<file path="config.mk">
export PLATFORM = sky130hd
export DESIGN_NAME = lcd_text_engine
export DESIGN_NICKNAME = d
export VERILOG_FILES = /design/src/rtl/lcd_pkg.sv /design/src/rtl/lcd_bus_writer.sv /design/src/rtl/lcd_text_engine.sv
export SDC_FILE = /design/constraint.sdc
export NUM_CORES = 1
export LEC_CHECK = 0
export CAP_MARGIN = 25
export CORE_MARGIN = 1.5
export CORE_UTILIZATION = 60
export CTS_CLUSTER_DIAMETER = 200
export DETAILED_ROUTE_END_ITERATION = 7
export PLACE_DENSITY = 0.77
export SLEW_MARGIN = 20
export SYNTH_ARGS = -nofsm -noshare
export SYNTH_HDL_FRONTEND = slang
export SYNTH_SLANG_ARGS = --single-unit
</file>
<file path="constraint.sdc">
create_clock -name iCLK -period 4.45 [get_ports iCLK]
set_input_delay 0.89 -clock iCLK [delete_from_list [all_inputs] [get_ports iCLK]]
set_output_delay 0.89 -clock iCLK [all_outputs]
set_load 0.005 [all_outputs]
</file>
<file path="src/rtl/lcd_pkg.sv">
// lcd_pkg: shared definitions for the character-LCD text engine.
//   - HD44780 command bytes used during init and refresh
//   - DDRAM base address of each display row
//   - top-level sequencer states and bus-writer phases
//   - init_cmd(): command byte for each step of the init sequence
package lcd_pkg;

    localparam logic [7:0] LCD_FUNC_SET  = 8'h38;  // 8-bit bus, 2 lines, 5x8 font
    localparam logic [7:0] LCD_DISP_ON   = 8'h0C;  // display on, cursor off
    localparam logic [7:0] LCD_CLEAR     = 8'h01;
    localparam logic [7:0] LCD_ENTRY     = 8'h06;  // increment address, no shift
    localparam logic [7:0] LCD_SET_DDRAM = 8'h80;

    localparam logic [7:0] LCD_ROW0_BASE = 8'h00;
    localparam logic [7:0] LCD_ROW1_BASE = 8'h40;

    typedef enum logic [2:0] {
        S_PWR  = 3'd0,
        S_INIT = 3'd1,
        S_IDLE = 3'd2,
        S_ADDR = 3'd3,
        S_CHAR = 3'd4
    } lcd_state_e;

    typedef enum logic [1:0] {
        B_IDLE  = 2'd0,
        B_SETUP = 2'd1,
        B_EN    = 2'd2,
        B_WAIT  = 2'd3
    } bus_phase_e;

    function automatic logic [7:0] init_cmd(input logic [1:0] idx);
        logic [7:0] cmd;
        case (idx)
            2'd0:    cmd = LCD_FUNC_SET;
            2'd1:    cmd = LCD_DISP_ON;
            2'd2:    cmd = LCD_CLEAR;
            default: cmd = LCD_ENTRY;
        endcase
        return cmd;
    endfunction

endpackage

</file>
<file path="src/rtl/lcd_bus_writer.sv">
// lcd_bus_writer: performs one HD44780 write transaction per i_start.
// A transaction is 1 setup cycle (EN low, data/RS driven), EN_CYCLES cycles
// with EN high, then a wait of CMD_WAIT_CYCLES (or CLR_WAIT_CYCLES when
// i_long_wait was set at start). Data and RS are held throughout.
// Ports:
//   iCLK, iRST_N      clock, asynchronous active-low reset
//   i_start           begin a transaction; accepted when idle or in the
//                     cycle o_done is high (back-to-back transfers)
//   i_data, i_rs      byte and register select, captured with i_start
//   i_long_wait       use the long post-pulse wait for this transaction
//   o_done            one-cycle pulse in the final wait cycle
//   o_lcd_data/rs/rw/en  LCD bus pins
//
// Handshake: i_start is a single-cycle request that must only be raised
// when the writer is idle or o_done is high; there is no backpressure
// beyond that rule.
module lcd_bus_writer
    import lcd_pkg::*;
#(
    parameter int EN_CYCLES       = 25,
    parameter int CMD_WAIT_CYCLES = 2500,
    parameter int CLR_WAIT_CYCLES = 100000
) (
    input  logic       iCLK,
    input  logic       iRST_N,
    input  logic       i_start,
    input  logic [7:0] i_data,
    input  logic       i_rs,
    input  logic       i_long_wait,
    output logic       o_done,
    output logic [7:0] o_lcd_data,
    output logic       o_lcd_rs,
    output logic       o_lcd_rw,
    output logic       o_lcd_en
);

    localparam int MAX_A   = (EN_CYCLES > CMD_WAIT_CYCLES) ? EN_CYCLES : CMD_WAIT_CYCLES;
    localparam int MAX_DLY = (MAX_A > CLR_WAIT_CYCLES) ? MAX_A : CLR_WAIT_CYCLES;
    localparam int CW      = $clog2(MAX_DLY + 1);

    localparam logic [CW-1:0] EN_LAST  = CW'(EN_CYCLES - 1);
    localparam logic [CW-1:0] CMD_LAST = CW'(CMD_WAIT_CYCLES - 1);
    localparam logic [CW-1:0] CLR_LAST = CW'(CLR_WAIT_CYCLES - 1);

    bus_phase_e    phase_q, phase_d;
    logic [CW-1:0] cnt_q, cnt_d;
    logic [7:0]    data_q, data_d;
    logic          rs_q, rs_d;
    logic          long_q, long_d;
    logic [CW-1:0] wait_last;

    always_ff @(posedge iCLK or negedge iRST_N) begin
        if (!iRST_N) begin
            phase_q <= B_IDLE;
            cnt_q   <= '0;
            data_q  <= 8'h00;
            rs_q    <= 1'b0;
            long_q  <= 1'b0;
        end else begin
            phase_q <= phase_d;
            cnt_q   <= cnt_d;
            data_q  <= data_d;
            rs_q    <= rs_d;
            long_q  <= long_d;
        end
    end

    always_comb begin
        phase_d   = phase_q;
        cnt_d     = cnt_q;
        data_d    = data_q;
        rs_d      = rs_q;
        long_d    = long_q;
        o_done    = 1'b0;
        wait_last = long_q ? CLR_LAST : CMD_LAST;
        case (phase_q)
            B_IDLE: begin
                if (i_start) begin
                    phase_d = B_SETUP;
                    data_d  = i_data;
                    rs_d    = i_rs;
                    long_d  = i_long_wait;
                end
            end
            B_SETUP: begin
                phase_d = B_EN;
                cnt_d   = '0;
            end
            B_EN: begin
                if (cnt_q == EN_LAST) begin
                    phase_d = B_WAIT;
                    cnt_d   = '0;
                end else begin
                    cnt_d = cnt_q + CW'(1);
                end
            end
            B_WAIT: begin
                if (cnt_q == wait_last) begin
                    o_done = 1'b1;
                    // A start in the done cycle chains directly into the next setup.
                    if (i_start) begin
                        phase_d = B_SETUP;
                        data_d  = i_data;
                        rs_d    = i_rs;
                        long_d  = i_long_wait;
                    end else begin
                        phase_d = B_IDLE;
                    end
                end else begin
                    cnt_d = cnt_q + CW'(1);
                end
            end
            default: phase_d = B_IDLE;
        endcase
    end

    // EN decodes straight from the phase register so reset drops it at once.
    assign o_lcd_en   = (phase_q == B_EN);
    assign o_lcd_data = data_q;
    assign o_lcd_rs   = rs_q;
    assign o_lcd_rw   = 1'b0;

endmodule

</file>
<file path="src/rtl/lcd_text_engine.sv">
// lcd_text_engine: HD44780-class ROWS x COLS character-LCD driver with a
// host-writable character buffer. After reset it waits POWERON_CYCLES, runs
// the init sequence once, then repaints only the rows marked dirty.
// Ports:
//   iCLK, iRST_N                 clock, asynchronous active-low reset
//   i_wr_en/row/col/char         buffer write, one character per cycle
//   i_clear                      fill buffer with spaces, mark all rows dirty
//   o_wr_err                     one-cycle pulse after an out-of-range write
//   o_ready                      init done and nothing dirty or in flight
//   o_lcd_data/rs/rw/en/on/blon  LCD pins
//   o_state_dbg                  current sequencer state
module lcd_text_engine
    import lcd_pkg::*;
#(
    parameter int COLS            = 16,
    parameter int ROWS            = 2,
    parameter int POWERON_CYCLES  = 750000,
    parameter int EN_CYCLES       = 25,
    parameter int CMD_WAIT_CYCLES = 2500,
    parameter int CLR_WAIT_CYCLES = 100000
) (
    input  logic       iCLK,
    input  logic       iRST_N,
    input  logic       i_wr_en,
    input  logic       i_wr_row,
    input  logic [5:0] i_wr_col,
    input  logic [7:0] i_wr_char,
    input  logic       i_clear,
    output logic       o_wr_err,
    output logic       o_ready,
    output logic [7:0] o_lcd_data,
    output logic       o_lcd_rs,
    output logic       o_lcd_rw,
    output logic       o_lcd_en,
    output logic       o_lcd_on,
    output logic       o_lcd_blon,
    output lcd_state_e o_state_dbg
);

    localparam int PW  = $clog2(POWERON_CYCLES + 1);
    localparam int CIW = $clog2(COLS);
    localparam logic [PW-1:0] PWR_LAST = PW'(POWERON_CYCLES - 1);
    localparam logic [5:0]    COL_LAST = 6'(COLS - 1);

    lcd_state_e    state_q, state_d;
    logic [PW-1:0] pwr_cnt_q, pwr_cnt_d;
    logic [1:0]    init_idx_q, init_idx_d;
    logic          row_q, row_d;
    logic [5:0]    col_q, col_d;
    logic          busy_q, busy_d;
    logic [ROWS-1:0] dirty_q, dirty_d;
    logic [ROWS-1:0] set_mask, clr_mask;
    logic [7:0]    buf_q [ROWS][COLS];
    logic          ready_q, ready_d;
    logic          wr_err_q, wr_err_d;

    logic          in_range, wr_take, go_idle;
    int            pick;
    logic          bus_start, bus_rs, bus_long, bus_done;
    logic [7:0]    bus_data;

    assign in_range = (int'(i_wr_row) < ROWS) && (int'(i_wr_col) < COLS);
    assign wr_take  = i_wr_en && in_range && !i_clear;
    assign wr_err_d = i_wr_en && !in_range;

    always_ff @(posedge iCLK or negedge iRST_N) begin
        if (!iRST_N) begin
            state_q    <= S_PWR;
            pwr_cnt_q  <= '0;
            init_idx_q <= 2'd0;
            row_q      <= 1'b0;
            col_q      <= 6'd0;
            busy_q     <= 1'b0;
            dirty_q    <= '1;
            ready_q    <= 1'b0;
            wr_err_q   <= 1'b0;
        end else begin
            state_q    <= state_d;
            pwr_cnt_q  <= pwr_cnt_d;
            init_idx_q <= init_idx_d;
            row_q      <= row_d;
            col_q      <= col_d;
            busy_q     <= busy_d;
            dirty_q    <= dirty_d;
            ready_q    <= ready_d;
            wr_err_q   <= wr_err_d;
        end
    end

    always_ff @(posedge iCLK or negedge iRST_N) begin
        if (!iRST_N) begin
            for (int r = 0; r < ROWS; r++)
                for (int c = 0; c < COLS; c++)
                    buf_q[r][c] <= 8'h20;
        end else if (i_clear) begin
            for (int r = 0; r < ROWS; r++)
                for (int c = 0; c < COLS; c++)
                    buf_q[r][c] <= 8'h20;
        end else if (wr_take) begin
            buf_q[i_wr_row][i_wr_col[CIW-1:0]] <= i_wr_char;
        end
    end

    // Lowest-numbered dirty row.
    always_comb begin
        pick = 0;
        for (int r = ROWS - 1; r >= 0; r--)
            if (dirty_q[r]) pick = r;
    end

    always_comb begin
        state_d    = state_q;
        pwr_cnt_d  = pwr_cnt_q;
        init_idx_d = init_idx_q;
        row_d      = row_q;
        col_d      = col_q;
        go_idle    = 1'b0;
        clr_mask   = '0;
        case (state_q)
            S_PWR: begin
                if (pwr_cnt_q == PWR_LAST) begin
                    state_d    = S_INIT;
                    pwr_cnt_d  = '0;
                    init_idx_d = 2'd0;
                end else begin
                    pwr_cnt_d = pwr_cnt_q + PW'(1);
                end
            end
            S_INIT: begin
                if (bus_done) begin
                    if (init_idx_q == 2'd3) go_idle = 1'b1;
                    else                    init_idx_d = init_idx_q + 2'd1;
                end
            end
            S_IDLE: go_idle = 1'b1;
            S_ADDR: begin
                if (bus_done) begin
                    state_d = S_CHAR;
                    col_d   = 6'd0;
                end
            end
            S_CHAR: begin
                if (bus_done) begin
                    if (col_q == COL_LAST) begin
                        go_idle = 1'b1;
                        col_d   = 6'd0;
                    end else begin
                        col_d = col_q + 6'd1;
                    end
                end
            end
            default: state_d = S_PWR;
        endcase
        // Landing in idle with a dirty row picks it in the same cycle, so the
        // next row's address command follows without an extra bus gap.
        if (go_idle) begin
            state_d = S_IDLE;
            if (|dirty_q) begin
                state_d = S_ADDR;
                row_d   = 1'(pick);
                for (int r = 0; r < ROWS; r++)
                    clr_mask[r] = (r == pick);
            end
        end
    end

    // Set wins over the idle-time clear; i_clear re-dirties every row.
    always_comb begin
        for (int r = 0; r < ROWS; r++)
            set_mask[r] = wr_take && (int'(i_wr_row) == r);
        dirty_d = i_clear ? '1 : ((dirty_q & ~clr_mask) | set_mask);
        ready_d = (state_d == S_IDLE) && (dirty_d == '0) && !i_clear;
    end

    // Requests are issued from the next-state view so each transaction starts
    // in the cycle the previous one reports done.
    always_comb begin
        bus_start = 1'b0;
        bus_data  = 8'h00;
        bus_rs    = 1'b0;
        bus_long  = 1'b0;
        if (!busy_q || bus_done) begin
            case (state_d)
                S_INIT: begin
                    bus_start = 1'b1;
                    bus_data  = init_cmd(init_idx_d);
                    bus_long  = (init_idx_d == 2'd2);
                end
                S_ADDR: begin
                    bus_start = 1'b1;
                    bus_data  = LCD_SET_DDRAM | (row_d ? LCD_ROW1_BASE : LCD_ROW0_BASE);
                end
                S_CHAR: begin
                    bus_start = 1'b1;
                    bus_rs    = 1'b1;
                    bus_data  = buf_q[row_d][col_d[CIW-1:0]];
                end
                default: bus_start = 1'b0;
            endcase
        end
        busy_d = bus_start ? 1'b1 : (bus_done ? 1'b0 : busy_q);
    end

    lcd_bus_writer #(
        .EN_CYCLES      (EN_CYCLES),
        .CMD_WAIT_CYCLES(CMD_WAIT_CYCLES),
        .CLR_WAIT_CYCLES(CLR_WAIT_CYCLES)
    ) u_bus (
        .iCLK       (iCLK),
        .iRST_N     (iRST_N),
        .i_start    (bus_start),
        .i_data     (bus_data),
        .i_rs       (bus_rs),
        .i_long_wait(bus_long),
        .o_done     (bus_done),
        .o_lcd_data (o_lcd_data),
        .o_lcd_rs   (o_lcd_rs),
        .o_lcd_rw   (o_lcd_rw),
        .o_lcd_en   (o_lcd_en)
    );

    assign o_ready     = ready_q;
    assign o_wr_err    = wr_err_q;
    assign o_lcd_on    = 1'b1;
    assign o_lcd_blon  = 1'b1;
    assign o_state_dbg = state_q;

endmodule

</file>
==> Word level (Yosys, flattened, before mapping) <==
Index checks and enable logic that the tools add are counted.
{ "word_totals": {"n_memories": 0, "mem_bits_ro": 0, "register_bits": 322, "in_bits": 19, "elab_cells": 192, "ramBits": 0, "latchBits": 0} }
{ "op_classes": {"bitwise": 8, "n_mux": 71, "mul": 0, "div_mod_pow": 0, "n_addsub": 4, "n_reduce_logical": 30, "shift": 0, "n_eq_ne": 25, "magnitude_cmp": 7} }
{ "op_table": {"columns": ["operator", "count"], "rows": [
  ["128-bit 2-to-1 mux", 4],
  ["256-bit 2-to-1 mux", 2],
  ["256-bit bitwise mux", 1],
  ["128-bit demux with 1-bit select", 1],
  ["17-bit 2-to-1 mux", 3],
  ["17-bit case mux with 3 select lines", 1],
  ["8-bit 2-to-1 mux", 6],
  ["8-bit binary-select mux with 4-bit select", 1],
  ["8-bit demux with 4-bit select", 1],
  ["2-bit by 32-bit equality test with 1-bit output (first input constant)", 1],
  ["32-bit zero test", 1],
  ["32-bit 2-to-1 mux", 1],
  ["8-bit case mux with 3 select lines", 1],
  ["1-bit 2-to-1 mux", 23],
  ["20-bit by 1-bit adder with 20-bit output (second input constant)", 1],
  ["20-bit equality test (second input constant)", 1],
  ["20-bit 2-to-1 mux", 1],
  ["2-bit 2-to-1 mux", 9],
  ["6-bit 2-to-1 mux", 3],
  ["6-bit case mux with 3 select lines", 1],
  ["17-bit by 1-bit adder with 17-bit output (second input constant)", 1],
  ["17-bit equality test", 1],
  ["17-bit by 5-bit equality test with 1-bit output (second input constant)", 1],
  ["8-bit case mux with 2 select lines", 1],
  ["40 further kinds", 78]
]} }

==> Longest topological paths before layout <==
{ "depth": {"word_depth": 19, "ltp_mapped": 16, "depth_no_buf": 12} }

==> By module <==
Synthesis repeated with hierarchy kept, for this count alone.
{ "hier_totals": {"hier_cells": 1829, "hier_area_um2": 16701.0} }
{ "modules_own_cells": {"columns": ["module", "seq_area_each_um2", "cells_per_inst", "area_each_um2", "n_inst"], "rows": [
  ["lcd_text_engine", 7374.6, 1654, 14906.8, 1],
  ["lcd_bus_writer", 725.7, 175, 1794.2, 1]
]} }

==> Worst setup path before layout <==
OpenSTA, ideal clock, no wires.
{ "synth_timing": {"path_type": "register -> register", "startpoint": "register u_bus.cnt_q[14]", "endpoint": "register u_bus.data_q[2] (netlist: u_bus.o_lcd_data[2])", "stages_incl_launch_ff": 13, "period_less_slack_ns": 3.301, "path_slack_ns": 1.149, "setup_time_ns": 0.126, "required_ns": 4.324, "arrival_time_ns": 3.175, "path_cell_list": "dfrtp_1 nor4_2 nand3_1 a2111oi_2 buf_2 nand2_1 o21ai_4 buf_6 mux2i_1 mux2i_1 mux2_2 a221o_1 a221o_1"} }
{ "synth_between": {"elab_chain_cells": 18, "word_cells_on_any_way": 41, "cone_classes": "eq/ne: 7; mux: 28; bitwise: 2; reduce/logical: 4"} }
{ "synth_lines": {"columns": ["element", "line", "text"], "rows": [
  ["from (decl)", "lcd_bus_writer.sv:46", "logic [CW-1:0] cnt_q, cnt_d;"],
  ["from (signal assigned)", "lcd_bus_writer.sv:61", "cnt_q <= cnt_d;"],
  ["17-bit equality test *", "lcd_bus_writer.sv:98", "if (cnt_q == wait_last) begin"],
  ["1-bit 2-to-1 mux", "lcd_bus_writer.sv:98", null],
  ["1-bit 2-to-1 mux", "lcd_bus_writer.sv:76", "case (phase_q)"],
  ["1-bit 2-to-1 mux (on tied branches)", "lcd_text_engine.sv:143, lcd_text_engine.sv:130", null],
  ["1-bit case mux with 3 select lines", "lcd_text_engine.sv:119", "case (state_q)"],
  ["1-bit 2-to-1 mux", "lcd_text_engine.sv:156", "if (go_idle) begin"],
  ["1-bit inverter with 2-bit output (implied by the code)", "lcd_text_engine.sv:196", "bus_data = buf_q[row_d][col_d[CIW-1:0]];"],
  ["128-bit 2-to-1 mux (implied by the code) (3 in series)", "lcd_text_engine.sv:196", null],
  ["8-bit binary-select mux with 4-bit select", "lcd_text_engine.sv:196", null],
  ["8-bit 2-to-1 mux (implied by the code) (2 in series)", "lcd_text_engine.sv:196", null],
  ["8-bit case mux with 3 select lines", "lcd_text_engine.sv:183", "case (state_d)"],
  ["8-bit 2-to-1 mux", "lcd_text_engine.sv:182", "if (!busy_q || bus_done) begin"],
  ["8-bit 2-to-1 mux", "lcd_bus_writer.sv:78, lcd_bus_writer.sv:101", null],
  ["8-bit 2-to-1 mux", "lcd_bus_writer.sv:98", null],
  ["8-bit case mux with 2 select lines", "lcd_bus_writer.sv:76", null],
  ["to (signal assigned)", "lcd_bus_writer.sv:62", "data_q <= data_d;"],
  ["to (decl)", "lcd_bus_writer.sv:47", "logic [7:0] data_q, data_d;"]
]} }
Every way passes the cells marked *; elsewhere a longest branch is shown, timed or not. The select of a mux whose other input is x is not followed.
A chain may end at the register's enable or synchronous reset.

==> Final worst setup path <==
{ "layout_timing": {"startpoint": "register u_bus.cnt_q[14]", "endpoint": "register u_bus.data_q[1] (netlist: u_bus.o_lcd_data[1])"} }
Same word-level chain as after synthesis.

==> impl_metrics.prom <==
# TYPE chip_impl_metric gauge
chip_impl_info{name="worstSetupStartpointType",value="register"} 1
chip_impl_metric{name="synth_edf_count",unit=""} 0
chip_impl_metric{name="htreeDepth",unit=""} 2
chip_impl_metric{name="synth-warning-count",unit=""} 0
chip_impl_metric{name="antenna_found_initial",unit=""} 0
chip_impl_info{name="end_kind",value="register"} 1
chip_impl_metric{name="post-cts-setup-buffer-count",unit=""} 0
chip_impl_metric{name="clock.fmax",unit="MHz"} 254
chip_impl_metric{name="die_h",unit="um"} 169
chip_impl_metric{name="timing.max_slew.rel_slack",unit=""} 0.283
chip_impl_metric{name="avgSynthCellArea",unit="sq um"} 9.81
chip_impl_metric{name="critPathArrivalTime",unit="ns"} 4.29
chip_impl_metric{name="core_area",unit="sq um"} 27000
chip_impl_info{name="worstHoldPathType",value="in -> async"} 1
chip_impl_metric{name="routed-via-count",unit=""} 12945
chip_impl_metric{name="async_flop_share",unit=""} 1.00
chip_impl_metric{name="cts_repair_resize_count",unit=""} 0
chip_impl_metric{name="post-route-cell-area",unit="sq um"} 18300
chip_impl_metric{name="power.net_switching",unit="mW"} 1.39
chip_impl_metric{name="final_min_period_over_clock_period",unit=""} 0.883
chip_impl_info{name="highest_layer",value="met4"} 1
chip_impl_info{name="post-synth-top-count-cell",value="sky130_fd_sc_hd__nor2_1"} 1
chip_impl_info{name="post_synth_main_area_contributors",value="sky130_fd_sc_hd__dfrtp_1 (44%), sky130_fd_sc_hd__mux2i_1 (17%), sky130_fd_sc_hd__nor2_1 (7.0%)"} 1
chip_impl_metric{name="dp.cells",unit=""} 1991
chip_impl_metric{name="setup-violations-final",unit=""} 0
chip_impl_metric{name="yosysUniqueCellTypes",unit=""} 80
chip_impl_metric{name="max_slew.worst_pin.slew",unit="ns"} 1.07
chip_impl_info{name="synth_top_flop_cell",value="sky130_fd_sc_hd__dfrtp_1"} 1
chip_impl_metric{name="power_density",unit="nW/um^2"} 335
chip_impl_metric{name="drt_iter0_markers",unit=""} 1319
chip_impl_info{name="status",value="finished, final reports clean"} 1
chip_impl_metric{name="die-width",unit="um"} 169
chip_impl_metric{name="first_drt_pass_iteration_count",unit=""} 6
chip_impl_metric{name="wl_met3",unit="um"} 3350
chip_impl_info{name="setup_repair_after_global_routing_missed_its_margin",value="no"} 1
chip_impl_metric{name="route.final.wire_length",unit="um"} 44400
chip_impl_metric{name="leakage_power",unit="nW"} 8.57
chip_impl_metric{name="power.sequential.fraction",unit=""} 0.479
chip_impl_info{name="cts.root.buffer_cell",value="sky130_fd_sc_hd__clkbuf_16"} 1
chip_impl_metric{name="synthCells",unit=""} 1678
chip_impl_info{name="cts_tree",value="yes"} 1
chip_impl_metric{name="finish.cell_count_without_fillers",unit=""} 2057
chip_impl_metric{name="synth.cell_area",unit="sq um"} 16500
chip_impl_metric{name="areaGrowthSynthToFinish",unit="%"} 11.4
chip_impl_metric{name="skew",unit="ns"} 0.0384
chip_impl_metric{name="initial_core_utilization",unit=""} 0.611
chip_impl_metric{name="drv_cap",unit=""} 0
chip_impl_info{name="synthDominantAreaCellType",value="sky130_fd_sc_hd__dfrtp_1"} 1
chip_impl_metric{name="top_area_cell_type_share_of_the_netlist_area",unit=""} 0.438
chip_impl_metric{name="power.ir.vdd_worst",unit="mV"} 0.316
chip_impl_metric{name="final_net_count",unit=""} 1715
chip_impl_metric{name="swShare",unit=""} 0.226
chip_impl_metric{name="internal_power",unit="mW"} 4.75
chip_impl_metric{name="ios",unit=""} 37
chip_impl_metric{name="seq_total_area_yosys",unit=""} 0.492
chip_impl_metric{name="first_pass_grt_wire_length",unit="um"} 70600
chip_impl_info{name="netlist_top_cells_count",value="sky130_fd_sc_hd__nor2_1 (307), sky130_fd_sc_hd__dfrtp_1 (288), sky130_fd_sc_hd__mux2i_1 (275)"} 1
chip_impl_metric{name="place.port_buffers",unit=""} 33
chip_impl_metric{name="numCtsBuffers",unit=""} 36
chip_impl_metric{name="report.final.slew_viol_count",unit=""} 0
chip_impl_metric{name="post_route_minimum_period",unit="ns"} 3.93
chip_impl_metric{name="finalWeightedCongestion",unit=""} 0.919
chip_impl_metric{name="routed_via_density",unit=""} 6.29
chip_impl_metric{name="fin_util",unit=""} 0.681
chip_impl_metric{name="clockBufferDepth",unit=""} 3
chip_impl_metric{name="required",unit="ns"} 4.81
chip_impl_metric{name="combPwrFrac",unit=""} 0.035
chip_impl_metric{name="dp_hpwl",unit="um"} 27600
chip_impl_metric{name="drc_errors",unit=""} 0
chip_impl_metric{name="cts-hold-fix-buffers",unit=""} 0
chip_impl_metric{name="placed_area",unit="sq um"} 17200
chip_impl_metric{name="cts.sink_count",unit=""} 322
chip_impl_metric{name="grt-ovfl-total",unit=""} 0
chip_impl_metric{name="grt_usage",unit=""} 0.318
chip_impl_info{name="timing.setup.critical_path_class",value="reg -> reg"} 1
chip_impl_metric{name="grt_start_max_net_pins",unit=""} 160
chip_impl_metric{name="final-hold-violation-count",unit=""} 0
chip_impl_metric{name="filler_cell_count",unit=""} 2038
chip_impl_metric{name="placementRows",unit=""} 60
chip_impl_metric{name="finalSetupTns",unit="ns"} 0
chip_impl_metric{name="area_enclosed_by_the_die_boundary",unit="sq um"} 28400
chip_impl_metric{name="drive_above_1_share",unit=""} 0.0997
chip_impl_metric{name="n_antenna_cell",unit=""} 0
chip_impl_metric{name="crit_path_max_fanout",unit=""} 27
chip_impl_metric{name="clock_insertion_delay_worst_skew",unit="ns"} 0.53
chip_impl_metric{name="routed_length_per_instance",unit="um"} 21.6
chip_impl_info{name="regToRegStartpoint",value="u_bus.cnt_q[14]"} 1
chip_impl_metric{name="final_antenna_net_count",unit=""} 0
chip_impl_metric{name="first_global_vias",unit=""} 12737
chip_impl_metric{name="share_of_power_burned_in_the_clock_network",unit=""} 0.487
chip_impl_metric{name="finalWorstSetupSlack",unit="ns"} 0.520
chip_impl_metric{name="synth_seq_cells",unit=""} 322
chip_impl_info{name="crit_start",value="u_bus.cnt_q[14]"} 1
chip_impl_metric{name="m1WireLength",unit="um"} 18900
chip_impl_metric{name="place_ws",unit="ns"} 0.616
chip_impl_metric{name="clk_transition_reported_paths",unit="ns"} 0.06
chip_impl_metric{name="met2_length",unit="um"} 20700
[cell usage in the layout (no fill, tap or decap), types with 6 or more instances in the layout]
cell type and instances:
sky130_fd_sc_hd__inv_1 19, sky130_fd_sc_hd__nor2_1 307, sky130_fd_sc_hd__nand2_1 201, sky130_fd_sc_hd__nand3_1 51, sky130_fd_sc_hd__or3_1 6, sky130_fd_sc_hd__a211o_1 14
sky130_fd_sc_hd__o21ai_0 38, sky130_fd_sc_hd__clkdlybuf4s50_1 31, sky130_fd_sc_hd__xor2_1 15, sky130_fd_sc_hd__nor3_1 11, sky130_fd_sc_hd__mux2i_1 275, sky130_fd_sc_hd__clkbuf_16 38
sky130_fd_sc_hd__and3_1 25, sky130_fd_sc_hd__xnor2_1 12, sky130_fd_sc_hd__dfstp_2 34, sky130_fd_sc_hd__mux2_2 6, sky130_fd_sc_hd__a31oi_1 8, sky130_fd_sc_hd__nand4_1 24
sky130_fd_sc_hd__a311oi_1 13, sky130_fd_sc_hd__a21oi_1 35, sky130_fd_sc_hd__o31ai_1 6, sky130_fd_sc_hd__clkinv_2 11, sky130_fd_sc_hd__a32oi_1 8, sky130_fd_sc_hd__o211ai_1 13
sky130_fd_sc_hd__dfrtp_1 288, sky130_fd_sc_hd__ha_1 8, sky130_fd_sc_hd__a211oi_1 18, sky130_fd_sc_hd__nor2b_1 16, sky130_fd_sc_hd__a22oi_1 13, sky130_fd_sc_hd__clkbuf_1 9
sky130_fd_sc_hd__and2_1 12, sky130_fd_sc_hd__buf_4 44
[final timing paths]
check                                      endpoint  slack (ns)  cells after the start
worst min register to register           buf_q[109]        0.51                      2
worst max-delay path            u_bus.o_lcd_data[1]        0.52                     11
min in group iCLK                        buf_q[109]        0.51                      2
worst min-delay path                   pwr_cnt_q[6]        0.33                      1
max in group asynchronous                buf_q[192]        2.96                      2
worst max register to register  u_bus.o_lcd_data[1]        0.52                     11
[flip-flops by register name, indices dropped and copies added, names as in the netlist]
name and flops:
o_wr_err 1, o_ready 1, buf_q 256, pwr_cnt_q 20, busy_q 1, u_bus.phase_q 2
dirty_q 2, row_q 1, o_state_dbg 3, u_bus.cnt_q 17, u_bus.long_q 1, init_idx_q 2
u_bus.o_lcd_data 8, col_q 6, u_bus.o_lcd_rs 1
[layer usage]
metal  global-route usage  up-vias
met5                    0        -
met4                0.125        0
met3               0.0456      105
met2                0.506      575
met1                0.444     6407
li1                     -     5858
[cell families (layout without fill, tap and decap cells)]
family                   count (synthesis)  count (layout)  synth area share
XOR/XNOR                                27              27            0.0144
AND/OR/NAND/NOR                        691             691             0.186
AO/OA/AOI/OAI                          213             213            0.0931
adder cells (fa/ha/maj)                  8               8           0.00608
buffers and inverters                  133             170            0.0356
multiplexers                           282             282             0.172
flip-flops                             322             322             0.492
other                                    2               3          0.000456
[area by class of cell]
class | instances | area [sq um] | area share
flip-flops and latches | 322 | 8100 | 0.442
multi-input cells | 1224 | 7770 | 0.424
clock buffers | 52 | 1050 | 0.0574
repair buffers | 82 | 767 | 0.0418
well taps | 341 | 427 | 0.0233
clock inverters | 14 | 134 | 0.00730
inverters | 22 | 83.8 | 0.00457
[metrics by stage]
| stage | total power, mW | hold WS (ns) |
|---|---|---|
| after floorplan | 3.08 | 0.460 |
| after global placement | 3.20 | 0.478 |
| after detailed placement | 3.21 | 0.492 |
| after global routing | 6.30 | 0.381 |
| final | 6.14 | 0.329 |
| after CTS | 6.17 | 0.371 |
[power groups by stage]
stage / Sequential (mW) / Combinational, mW / Clock [mW]
after floorplan: 2.99 / 0.0906 / 0
after global placement: 2.99 / 0.212 / 0
after detailed placement: 2.99 / 0.215 / 0
after CTS: 2.94 / 0.215 / 3.02
after global routing: 2.94 / 0.235 / 3.12
final: 2.94 / 0.214 / 2.99
[worst max-delay path, stage by stage (launching register included)]
cell	delay [ns]
sky130_fd_sc_hd__dfrtp_1	0.42
sky130_fd_sc_hd__nor4_2	0.42
sky130_fd_sc_hd__nand3_1	0.27
sky130_fd_sc_hd__a2111o_1	0.62
sky130_fd_sc_hd__o21ai_1	0.21
sky130_fd_sc_hd__buf_4	0.23
sky130_fd_sc_hd__and2_1	0.38
sky130_fd_sc_hd__inv_2	0.32
sky130_fd_sc_hd__a211oi_1	0.38
sky130_fd_sc_hd__a311oi_1	0.09
sky130_fd_sc_hd__o21ai_0	0.30
sky130_fd_sc_hd__nand4_1	0.14
Power figures use the tool's default switching activity.
